**src/rtl/nf10_rr_input_arbiter.sv**
```systemverilog
// Packet-granular round-robin arbiter: four AXI4-Stream receive streams share one
// output stream; a granted port keeps the output until its tlast beat transfers.
module nf10_rr_input_arbiter #(
    parameter int C_M_AXIS_DATA_WIDTH  = 64,
    parameter int C_M_AXIS_TUSER_WIDTH = 128,
    parameter int C_NUM_INPUTS         = 4
) (
    input  logic                              axi_aclk,
    input  logic                              axi_resetn,

    input  logic [C_M_AXIS_DATA_WIDTH-1:0]    s_axis_tdata_0,
    input  logic [C_M_AXIS_DATA_WIDTH/8-1:0]  s_axis_tstrb_0,
    input  logic [C_M_AXIS_TUSER_WIDTH-1:0]   s_axis_tuser_0,
    input  logic                              s_axis_tvalid_0,
    output logic                              s_axis_tready_0,
    input  logic                              s_axis_tlast_0,

    input  logic [C_M_AXIS_DATA_WIDTH-1:0]    s_axis_tdata_1,
    input  logic [C_M_AXIS_DATA_WIDTH/8-1:0]  s_axis_tstrb_1,
    input  logic [C_M_AXIS_TUSER_WIDTH-1:0]   s_axis_tuser_1,
    input  logic                              s_axis_tvalid_1,
    output logic                              s_axis_tready_1,
    input  logic                              s_axis_tlast_1,

    input  logic [C_M_AXIS_DATA_WIDTH-1:0]    s_axis_tdata_2,
    input  logic [C_M_AXIS_DATA_WIDTH/8-1:0]  s_axis_tstrb_2,
    input  logic [C_M_AXIS_TUSER_WIDTH-1:0]   s_axis_tuser_2,
    input  logic                              s_axis_tvalid_2,
    output logic                              s_axis_tready_2,
    input  logic                              s_axis_tlast_2,

    input  logic [C_M_AXIS_DATA_WIDTH-1:0]    s_axis_tdata_3,
    input  logic [C_M_AXIS_DATA_WIDTH/8-1:0]  s_axis_tstrb_3,
    input  logic [C_M_AXIS_TUSER_WIDTH-1:0]   s_axis_tuser_3,
    input  logic                              s_axis_tvalid_3,
    output logic                              s_axis_tready_3,
    input  logic                              s_axis_tlast_3,

    output logic [C_M_AXIS_DATA_WIDTH-1:0]    m_axis_tdata,
    output logic [C_M_AXIS_DATA_WIDTH/8-1:0]  m_axis_tstrb,
    output logic [C_M_AXIS_TUSER_WIDTH-1:0]   m_axis_tuser,
    output logic                              m_axis_tvalid,
    input  logic                              m_axis_tready,
    output logic                              m_axis_tlast,

    output logic [1:0]                        grant_idx,
    output logic                              busy
);

    localparam int STRB_W = C_M_AXIS_DATA_WIDTH / 8;

    typedef enum logic {IDLE, PKT} state_t;

    state_t                          state, state_next;
    logic [1:0]                      prio_ptr, prio_next;
    logic [1:0]                      grant_next;
    logic [1:0]                      pick, cand;
    logic                            found;

    logic [C_M_AXIS_DATA_WIDTH-1:0]  tdata_arr [C_NUM_INPUTS];
    logic [STRB_W-1:0]               tstrb_arr [C_NUM_INPUTS];
    logic [C_M_AXIS_TUSER_WIDTH-1:0] tuser_arr [C_NUM_INPUTS];
    logic [C_NUM_INPUTS-1:0]         valid_vec, last_vec, ready_vec;

    assign tdata_arr[0] = s_axis_tdata_0;
    assign tdata_arr[1] = s_axis_tdata_1;
    assign tdata_arr[2] = s_axis_tdata_2;
    assign tdata_arr[3] = s_axis_tdata_3;
    assign tstrb_arr[0] = s_axis_tstrb_0;
    assign tstrb_arr[1] = s_axis_tstrb_1;
    assign tstrb_arr[2] = s_axis_tstrb_2;
    assign tstrb_arr[3] = s_axis_tstrb_3;
    assign tuser_arr[0] = s_axis_tuser_0;
    assign tuser_arr[1] = s_axis_tuser_1;
    assign tuser_arr[2] = s_axis_tuser_2;
    assign tuser_arr[3] = s_axis_tuser_3;
    assign valid_vec    = {s_axis_tvalid_3, s_axis_tvalid_2, s_axis_tvalid_1, s_axis_tvalid_0};
    assign last_vec     = {s_axis_tlast_3, s_axis_tlast_2, s_axis_tlast_1, s_axis_tlast_0};

    assign s_axis_tready_0 = ready_vec[0];
    assign s_axis_tready_1 = ready_vec[1];
    assign s_axis_tready_2 = ready_vec[2];
    assign s_axis_tready_3 = ready_vec[3];

    assign busy = (state == PKT);

    // Rotating-priority search: first requester at or after prio_ptr, wrapping mod 4.
    always_comb begin
        pick  = prio_ptr;
        cand  = '0;
        found = 1'b0;
        for (int k = 0; k < C_NUM_INPUTS; k++) begin
            cand = prio_ptr + 2'(k);
            if (!found && valid_vec[cand]) begin
                pick  = cand;
                found = 1'b1;
            end
        end
    end

    // Output mux: the granted port is wired straight through while in PKT.
    always_comb begin
        m_axis_tdata  = '0;
        m_axis_tstrb  = '0;
        m_axis_tuser  = '0;
        m_axis_tvalid = 1'b0;
        m_axis_tlast  = 1'b0;
        ready_vec     = '0;
        if (state == PKT) begin
            m_axis_tdata         = tdata_arr[grant_idx];
            m_axis_tstrb         = tstrb_arr[grant_idx];
            m_axis_tuser         = tuser_arr[grant_idx];
            m_axis_tvalid        = valid_vec[grant_idx];
            m_axis_tlast         = last_vec[grant_idx];
            ready_vec[grant_idx] = m_axis_tready;
        end
    end

    always_comb begin
        state_next = state;
        prio_next  = prio_ptr;
        grant_next = grant_idx;
        case (state)
            IDLE: begin
                if (found) begin
                    state_next = PKT;
                    grant_next = pick;
                end
            end
            PKT: begin
                if (m_axis_tvalid && m_axis_tready && m_axis_tlast) begin
                    state_next = IDLE;
                    prio_next  = grant_idx + 2'd1;
                end
            end
            default: state_next = IDLE;
        endcase
    end

    always_ff @(posedge axi_aclk) begin
        if (!axi_resetn) begin
            state     <= IDLE;
            prio_ptr  <= '0;
            grant_idx <= '0;
        end else begin
            state     <= state_next;
            prio_ptr  <= prio_next;
            grant_idx <= grant_next;
        end
    end

endmodule
```
**config.mk**
```make
export PLATFORM = sky130hd
export DESIGN_NAME = nf10_rr_input_arbiter
export DESIGN_NICKNAME = d
export VERILOG_FILES = /design/src/rtl/nf10_rr_input_arbiter.sv
export SDC_FILE = /design/constraint.sdc
export NUM_CORES = 1
export LEC_CHECK = 0
export CAP_MARGIN = 0
export CELL_PAD_IN_SITES_DETAIL_PLACEMENT = 0
export CELL_PAD_IN_SITES_GLOBAL_PLACEMENT = 1
export CORE_AREA = 5 5 391 393
export CTS_CLUSTER_DIAMETER = 40
export DETAILED_ROUTE_END_ITERATION = 6
export DIE_AREA = 0 0 396 398
export DONT_BUFFER_PORTS = 1
export PLACE_DENSITY = 0.3
export SYNTH_ARGS = -nofsm -noshare
export SYNTH_HDL_FRONTEND = slang
export SYNTH_SLANG_ARGS = --single-unit
export TNS_END_PERCENT = 20
```
**constraint.sdc**
```tcl
create_clock -name axi_aclk -period 3.8 [get_ports axi_aclk]
set_input_delay 0.38 -clock axi_aclk [delete_from_list [all_inputs] [get_ports axi_aclk]]
set_output_delay 0.38 -clock axi_aclk [all_outputs]
set_load 0.005 [all_outputs]
```
==> results.md <==
* Crit path arrival time at 2440 ps
* Hold Path Origin: axi_resetn
* Cells after Synth at 515
* Largest net degree at the start of global routing at 96
* Iteration-0 DRC count of the detailed router at 768
* Resized Gates After CTS at 0
* Dominant cells by area after synthesis: mux4_2, and2_1, buf_12
* Number of post-CTS setup repair buffers at 0
* CTS Buf Count at 3
* Max Freq at 354 MHz
* Via count at 6508
* Post-Syn Nets at 1330
* Starting density of the core at 4.55%
* Total GRT Usage at 10.3%
* Clock transition at path regs at 40 ps
* Die height at 398 um
* Num rows at 142
* Clk buf depth at 2
* Share of the yosys chip area belonging to registers at 1.47%
* First-pass GRT wire length at 101000 um
* Vias per cell at 2.62
* Status: finished clean
* Initial antenna violation count at 173
* CP required at 3420 ps
* Hold_buf cts at 0
* Fin. max-slew vios at 0
* Synthesis-to-layout area growth at 33.9%
* Rel. slew slack at 49.5%
* Detailed Route WL at 87700 um
* I/O pins at 1020
* Leak at 0.00195 uW
* Layout cells sized above 1 at 48.5%
* Sink Count at 5
* Die Width at 396 um
* RSZ-0062 raised after global routing: false
* CTS tree: yes
* CTS root buf: clkbuf_16
* Vias in the first global route at 6504
* Port Buf Inserts at 0
* Max H-tree Level at 1
* Slew at the pin closest to its max-slew limit at 757 ps
* Netlist cell types at 23
* Final Skew at 3.41 ps
* Global route total overflow at 0
* Yosys top cell by area: mux4_2
* # DRC at 0
* Die ar. at 0.158 sq mm
* Setup crit end kind: output pin
* Final Cycle Share at 74.3%
* Final antenna-violating net count at 0
* Reg-to-reg endpoint: prio_ptr[0]$_SDFFE_PN0P_
* Placed cells at 2406
* Final Setup Violations at 0
* CP startpoint kind: flip-flop
* Worst Hold Endpoint: busy$_SDFF_PN0_
* WL/cell at 35.3 um
* Synth warn at 0
* Fin crit period at 2820 ps
* GPL Wtd Cong at 1.02
* Mapped Area at 0.00679 sq mm
* Final net count at 1282
* Post-DP HPWL at 82700 um
* Yosys top cell area share at 67.0%
* Critical R2R Launch: grant_idx[0]$_SDFFE_PN0P_
* Avg Inst Size Synth at 13.2 sq um
* Final Hold Violating Endpoints at 0
* Setup TNS at 0 ps
* Power per Cell Area at 164 mW/mm^2
* Synth Register Bits at 5
* Post-Layout Cell Count at 2483
* Reg2Reg Depth at 5
* CP Class: reg -> out
* HP Class: in -> reg
* Crit-path max FO at 40
* Hold Path Depth at 1
* R2R setup slack at 1690 ps
* Clk_lat worst skew at 230 ps
* 1st-pass router iterations at 5
* Placeable Area at 0.149 sq mm
* Max VDD drop at 0.119 mV
* Max-cap check violation count at 0
## metal layers
layer  vias to the layer above  share of wire, %  GRT usage (%)
met1                      3198                30           9.55
li1                       2095                 -              -
met5                         -              0.45           1.63
met2                       897                47           17.3
met4                        34               4.4           3.05
met3                       284                18           8.00
## worst max-delay path by stage
| stage | cells past startpoint | start | slack (ps) | to |
|---|---|---|---|---|
| after floorplan | 5 | grant_idx[0]$_SDFFE_PN0P_ | 1920 | m_axis_tdata[18] |
| after global placement | 4 | grant_idx[0]$_SDFFE_PN0P_ | 1190 | m_axis_tuser[8] |
| after detailed placement | 4 | grant_idx[0]$_SDFFE_PN0P_ | 1140 | m_axis_tuser[8] |
| after CTS | 4 | grant_idx[0]$_SDFFE_PN0P_ | 880 | m_axis_tuser[8] |
| after global routing | 4 | grant_idx[0]$_SDFFE_PN0P_ | 780 | m_axis_tuser[8] |
| final | 4 | grant_idx[0]$_SDFFE_PN0P_ | 980 | m_axis_tdata[36] |
## stage by stage
stage / instance area, sq um / utilization [%] / worst slack [ps] / hold slack, ps / total power, uW
after global placement: 8830 / 5.92 / 1190 / 517 / 1330
final: 9090 / 6.10 / 977 / 284 / 1490
after global routing: 9010 / 6.04 / 780 / 272 / 1610
after CTS: 8910 / 5.97 / 885 / 280 / 1540
after floorplan: 6790 / - / 1920 / 485 / 987
after detailed placement: 8830 / 5.92 / 1140 / 520 / 1350
## placed cells by master, fill, tap and decap left out, types with 2 or more instances in the layout
master,count
o221ai_1,2
and3_1,4
buf_4,7
inv_1,7
ha_1,4
dfxtp_1,2
clkbuf_16,3
a31oi_1,2
nor2_1,6
dfxtp_4,3
mux4_2,202
buf_12,9
diode_2,73
o21ai_0,4
and2_1,202
## where the power goes
| group | internal (uW) | leakage (uW) | switching [uW] |
|---|---|---|---|
| Clock | 139 | 0.0000386 | 36.7 |
| Combinational | 582 | 0.00187 | 632 |
| Sequential | 57.0 | 0.0000429 | 38.9 |
| Total | 779 | 0.00195 | 707 |
## synth_stat cells
| cell | instances |
|---|---|
| o21ai_0 | 4 |
| and3_1 | 4 |
| mux4_2 | 202 |
| dfxtp_1 | 5 |
| buf_6 | 1 |
| a211oi_1 | 1 |
| a211oi_2 | 1 |
| o221ai_1 | 2 |
| inv_1 | 7 |
| nor3_1 | 1 |
| a31oi_1 | 2 |
| o211a_1 | 1 |
| and2_1 | 202 |
| nor2_1 | 6 |
| nand2_1 | 1 |
| nand4_2 | 1 |
| clkbuf_1 | 26 |
| nand3_1 | 1 |
| ha_1 | 4 |
| buf_2 | 20 |
| buf_4 | 1 |
| o21a_1 | 1 |
| buf_12 | 21 |
## cell type report
class,count,area [sq um]
timing repair buffer,16,233
antenna,73,183
fill,17359,140000
sequential,5,111
clock buffer,4,78.8
inverter,7,26.3
tap,1944,2430
multi-input combinational,434,6020
## worst max-delay path, cell delays in order, from the launching register on
cell and delay, ps:
dfxtp_4 650, buf_12 350, buf_12 290, mux4_2 550
and2_1 250
## state kept, by name, summed over array words and instances (netlist names)
name,cells
prio_ptr,2
busy,1
grant_idx,2
## cell families (layout without fill, tap and decap cells)
| family | after synthesis | count (layout) | share of synthesized area, % |
|---|---|---|---|
| and+or+nand+nor | 216 | 216 | 19.7 |
| DFF | 5 | 5 | 1.47 |
| buffers and inverters | 76 | 27 | 9.77 |
| muxes | 202 | 202 | 67.0 |
| adders and majority gates | 4 | 4 | 0.737 |
| AOI/OAI and AO/OA | 12 | 12 | 1.29 |
| other | 0 | 73 | 0 |
(Power assumes the default switching activity.)
